==> config.mk <==
export PLATFORM = sky130hd
export DESIGN_NAME = des_sbox_compress
export DESIGN_NICKNAME = d
export VERILOG_FILES = /design/src/rtl/des_sbox_compress.sv
export SDC_FILE = /design/constraint.sdc
export NUM_CORES = 1
export LEC_CHECK = 0
export BUFFER_PORTS_ARGS = -buffer_cell sky130_fd_sc_hd__buf_2
export CAP_MARGIN = 25
export CORE_ASPECT_RATIO = 0.9
export CORE_UTILIZATION = 31
export CTS_BUF_LIST = sky130_fd_sc_hd__clkbuf_8
export DETAILED_ROUTE_END_ITERATION = 6
export GPL_TIMING_DRIVEN = 0
export HOLD_SLACK_MARGIN = 0.12
export PLACE_DENSITY_LB_ADDON = 0.3
export SETUP_SLACK_MARGIN = 0.3
export SLEW_MARGIN = 20
export SYNTH_ARGS = -nofsm -noshare
export SYNTH_HDL_FRONTEND = slang
export SYNTH_SLANG_ARGS = --single-unit
==> constraint.sdc <==
create_clock -name wClk -period 3.5 [get_ports wClk]
set_input_delay 1.05 -clock wClk [delete_from_list [all_inputs] [get_ports wClk]]
set_output_delay 1.05 -clock wClk [all_outputs]
set_load 0.05 [all_outputs]
==> src/rtl/des_sbox_compress.sv <==
// des_sbox_compress
//   Iterative DES Feistel back-end. Takes the 48-bit key-mixed word and
//   applies one S-box per cycle, S1 first. After S8 it applies the P
//   permutation and presents the 32-bit f-function result.
//
// Ports
//   wClk         clock, rising edge
//   wResetN      synchronous active-low reset
//   wInputData   48-bit key-mixed word (DES bit 1 = Verilog index 48)
//   wInValid     input word valid
//   rInReady     block idle and able to accept a word
//   rOutputData  P-permuted S-box result (DES bit 1 = Verilog index 32)
//   rOutValid    rOutputData valid
//   wOutReady    downstream accepts rOutputData
//
// Bit numbering: with the [N:1] declarations, Verilog index N is the MSB.
// DES bit k therefore lives at index N+1-k. The P permutation below
// converts between the two numberings.

module des_sbox_compress (
    input  logic        wClk,
    input  logic        wResetN,
    input  logic [48:1] wInputData,
    input  logic        wInValid,
    output logic        rInReady,
    output logic [32:1] rOutputData,
    output logic        rOutValid,
    input  logic        wOutReady
);

    typedef enum logic [1:0] {IDLE, SUB, OUT} state_t;

    // One 64-entry table per S-box. Entry (row*16 + col) is the nibble at
    // hex digit position row*16+col, counting from the left.
    localparam logic [255:0] SBOX [8] = '{
        256'hE4D12FB83A6C5907_0F74E2D1A6CB9538_41E8D62BFC973A50_FC8249175B3EA06D,
        256'hF18E6B34972DC05A_3D47F28EC01A69B5_0E7BA4D158C6932F_D8A13F42B67C05E9,
        256'hA09E63F51DC7B428_D709346A285ECBF1_D6498F30B12C5AE7_1AD069874FE3B52C,
        256'h7DE3069A1285BC4F_D8B56F03472C1AE9_A690CB7DF13E5284_3F06A1D8945BC72E,
        256'h2C417AB6853FD0E9_EB2C47D150FA3986_421BAD78F9C5630E_B8C71E2D6F09A453,
        256'hC1AF92680D34E75B_AF427C9561DE0B38_9EF528C3704A1DB6_432C95FABE17608D,
        256'h4B2EF08D3C975A61_D0B7491AE35C2F86_14BDC37EAF680592_6BD814A7950FE23C,
        256'hD2846FB1A93E50C7_1FD8A374C56B0E92_7B419CE206ADF358_21E74A8DFC90356B
    };

    // P table in DES numbering: output bit i+1 takes pre-P bit P_TAB[i].
    localparam int P_TAB [32] = '{
        16,  7, 20, 21, 29, 12, 28, 17,  1, 15, 23, 26,  5, 18, 31, 10,
         2,  8, 24, 14, 32, 27,  3,  9, 19, 13, 30,  6, 22, 11,  4, 25
    };

    function automatic logic [32:1] p_perm(input logic [32:1] x);
        logic [32:1] y;
        y = '0;
        for (int i = 0; i < 32; i++) begin
            y[32 - i] = x[33 - P_TAB[i]];
        end
        return y;
    endfunction

    state_t      state_q, state_d;
    logic [48:1] shift_q, shift_d;
    logic [2:0]  cnt_q,   cnt_d;
    logic [32:1] acc_q,   acc_d;
    logic [32:1] out_q,   out_d;

    // Single shared S-box lookup on the top six bits of the shift register.
    logic [5:0]   grp;
    logic [5:0]   idx;
    logic [255:0] tbl_shift;
    logic [3:0]   nib;
    logic [32:1]  pre_p;

    always_comb begin
        grp       = shift_q[48:43];
        idx       = {grp[5], grp[0], grp[4:1]};     // {row, column}
        tbl_shift = SBOX[cnt_q] << {idx, 2'b00};
        nib       = tbl_shift[255:252];
        pre_p     = {acc_q[28:1], nib};              // includes this cycle's nibble
    end

    always_comb begin
        state_d = state_q;
        shift_d = shift_q;
        cnt_d   = cnt_q;
        acc_d   = acc_q;
        out_d   = out_q;
        unique case (state_q)
            IDLE: begin
                if (wInValid) begin
                    shift_d = wInputData;
                    cnt_d   = 3'd0;
                    state_d = SUB;
                end
            end
            SUB: begin
                acc_d   = pre_p;
                shift_d = {shift_q[42:1], 6'b0};
                cnt_d   = cnt_q + 3'd1;
                if (cnt_q == 3'd7) begin
                    out_d   = p_perm(pre_p);
                    state_d = OUT;
                end
            end
            OUT: begin
                if (wOutReady) state_d = IDLE;
            end
            default: state_d = IDLE;
        endcase
    end

    always_ff @(posedge wClk) begin
        if (!wResetN) begin
            state_q <= IDLE;
            shift_q <= '0;
            cnt_q   <= '0;
            acc_q   <= '0;
            out_q   <= '0;
        end else begin
            state_q <= state_d;
            shift_q <= shift_d;
            cnt_q   <= cnt_d;
            acc_q   <= acc_d;
            out_q   <= out_d;
        end
    end

    assign rInReady    = (state_q == IDLE);
    assign rOutValid   = (state_q == OUT);
    assign rOutputData = out_q;

endmodule

==> impl_metrics.json <==
{
  "clock_latency_ns": 0.45,
  "timing.rr.end": "acc_q[2]",
  "portBuffers": 84,
  "fin_tns_setup_ns": 0,
  "worstMarginPinSlew_ns": 0.971,
  "setup_violations": 0,
  "num_vias": 9948,
  "dominantRegCellSynth": "dfxtp_1",
  "gp_congestion": 1.05,
  "grt_max_degree": 17,
  "placed_cell_area_um2": 8930,
  "hold_ws_ns": 0.458,
  "synth-edff-count": 0,
  "synth_top_area_frac": 0.280,
  "routedWlPerCell_um": 28.8,
  "crit_top_cell": "buf_2",
  "fin_crit_ns": 3.28,
  "ys_ff_latch": 113,
  "ir_worst_vdd_mv": 0.257,
  "synth_area_per_cell_um2": 6.95,
  "layout_commonest_cell": "nand2_1",
  "holdCritPathClass": "flop to flop",
  "end_kind": "flop",
  "path_class": "flop to flop",
  "worstPathCellList": "buf_6 -> buf_4 -> buf_2 -> buf_2 -> nand2_1 -> o21ai_0 -> a221oi_2 -> nor3_1 -> o2bb2ai_1 -> o22ai_2 -> o21ai_1",
  "regArea_um2": 2270,
  "hold_start": "rOutputData[28]",
  "dp_hpwl_um": 34200,
  "fp.dieH_um": 155,
  "hold_viol": 0,
  "critPathMaxFanout": 10,
  "fillers": 2844,
  "r2r_cells": 11,
  "placementRows": 55,
  "grt_pass1_wl_um": 67400,
  "synthCells": 1161,
  "multi_input_area_um2": 5440,
  "hold_buffers": 0,
  "drv_cap": 0,
  "netlist_area_um2": 8070,
  "dr.first_iter.drc_count": 1267,
  "min_period_over_period": 0.937,
  "cts_root_buf": "clkbuf_8",
  "placed_cells": 1589,
  "clock_sinks": 113,
  "holdPathEnd": "rOutputData[28]",
  "cts_tree": "done",
  "rsz0062_at_grt": "no",
  "first_pass_iters": 7,
  "async_reset_ff_frac": 0,
  "design_area_um2": 9760,
  "cpMaxStageDelayCell": "dfxtp_1",
  "drive_gt1_frac": 0.193,
  "power_density_nw_per_um2": 397,
  "grt_overflow": 0,
  "grt_usage": 0.356,
  "cp.arrival_ns": 3.65,
  "final_cell_mix": "199 x nand2_1, 141 x o21ai_0, 110 x buf_2, 110 x dfxtp_1, 87 x a21oi_1",
  "rrSetupSlack_ns": 0.22,
  "nNetsFinal": 1347,
  "area_delta_synth_final_pct": 21.0,
  "die_w_um": 172,
  "synth_area_leaders": "dfxtp_1 28%, nand2_1 9.3%, o21ai_0 8.7%, a21oi_1 5.6%, a21boi_0 5.2%",
  "core_um2": 25300,
  "p_leak_nw": 3.61,
  "cpPeakStageDelay_ns": 0.50,
  "max_slew_margin": 0.353,
  "ios": 86,
  "required_ns": 3.87,
  "start_kind": "flop",
  "detail-route-antenna-nets": 0,
  "fin_cells": 1636,
  "synth_warnings": 0,
  "final.setup_skew_ns": 0.0162,
  "drc": 0,
  "synth_largest_area_cell": "dfxtp_1",
  "numCtsBuffers": 17,
  "slew_viol_final": 0,
  "seq_area_frac_synth": 0.280,
  "hold_path_depth": 2,
  "htreeDepth": 4,
  "antenna_found_initial": 2,
  "syn_nets": 1230,
  "path_clk_slew_ns": 0.07,
  "yosys.cell_types.count": 77,
  "viasPerCell": 6.08,
  "wirelength_um": 47200,
  "cts_buffer_depth": 2,
  "initial_core_util": 0.318,
  "r2r-start": "shift_q[44]",
  "fmax_mhz": 305,
  "status": "finished clean",
  "grt_pass1_vias": 9490,
  "die-area_um2": 26700
}
## per-stage QoR
stage          power [mW]  setup slack, ns   util
4_1_cts              3.78            0.253  0.378
3_5_place_dp         2.53            -1.82  0.352
6_report             3.87            0.221  0.385
3_3_place_gp         2.57            -2.05  0.352
2_1_floorplan        2.05            0.608      -
5_1_grt              3.99            0.291  0.385
## repair_timing
action | 4_1_cts | 5_1_grt
setup buffers | 8 | 5
cloned | 0 | 0
hold endpoints to repair | 0 | 0
resized for setup | 70 | 40
pin swaps | 3 | 9
endpoints found under the setup margin | 11 | 10
## worst max-delay path: cells and delay by family, from the launching register on
family	cells	cell delay [ns]
buffers and inverters	4	1.13
flip-flops	1	0.50
AND/OR/NAND/NOR	2	0.67
AO/OA/AOI/OAI	5	0.87
## synthesized netlist by cell type, types with 6 or more instances
cell / number
a21oi_1: 91
nor2b_1: 29
inv_1: 10
and2_1: 16
o311a_1: 11
nand2b_1: 23
clkbuf_1: 73
a221oi_1: 8
o221ai_1: 7
a31oi_1: 8
mux2i_1: 6
nor2_1: 85
dfxtp_1: 113
buf_2: 31
o21ai_0: 141
o211ai_1: 19
buf_1: 10
or3_1: 11
o22ai_1: 9
o31ai_1: 7
nand3_1: 26
a21o_1: 6
a311oi_1: 12
a211oi_1: 15
ha_1: 17
a21boi_0: 56
nor3_1: 23
and3_1: 8
o21ai_1: 7
nand2_1: 199
## where the power goes
part	total (mW)	internal, mW	switching, mW
sequential	1.39	1.35	0.0464
clock	1.21	0.626	0.587
combinational	1.27	0.381	0.885
## sequential cells by signal, summed over array words and instances (netlist names)
register     flops
state_q          2
acc_q           28
rOutputData     32
cnt_q            3
shift_q         48
## area by class of cell
type / instances / area share
Antenna cell: 3 / 0.000769
Buffer: 120 / 0.0655
Clock buffer: 17 / 0.0240
Clock inverter: 15 / 0.0150
Inverter: 14 / 0.00654
Multi-Input combinational cell: 913 / 0.557
Sequential cell: 113 / 0.233
Tap cell: 342 / 0.0438
Timing Repair Buffer: 99 / 0.0542
## cell families after synthesis
family / after synthesis / share of synthesized area
xor gates and xnor gates: 1 / 0.00109
and+or+nand+nor: 441 / 0.251
DFF: 113 / 0.280
adders and majority gates: 17 / 0.0264
AOI/OAI and AO/OA: 445 / 0.354
muxes: 9 / 0.0135
buffers and inverters: 135 / 0.0737
## routing by layer
layer	GRT usage	wire, um
met5	0	13
met4	0.149	2100
met3	0.110	5540
met2	0.483	18600
met1	0.510	20900
## worst max path at each step
stage          slack (ns)   startpoint              end  depth (start not counted)
2_1_floorplan        0.61     cnt_q[0]  rOutputData[18]                         11
4_1_cts              0.25     cnt_q[0]  rOutputData[18]                         11
3_3_place_gp        -2.05     cnt_q[0]         acc_q[2]                         12
5_1_grt              0.29     cnt_q[0]  rOutputData[18]                         11
6_report             0.22  shift_q[44]         acc_q[2]                         11
3_5_place_dp        -1.82     cnt_q[0]  rOutputData[18]                         12
(Power assumes the default switching activity.)
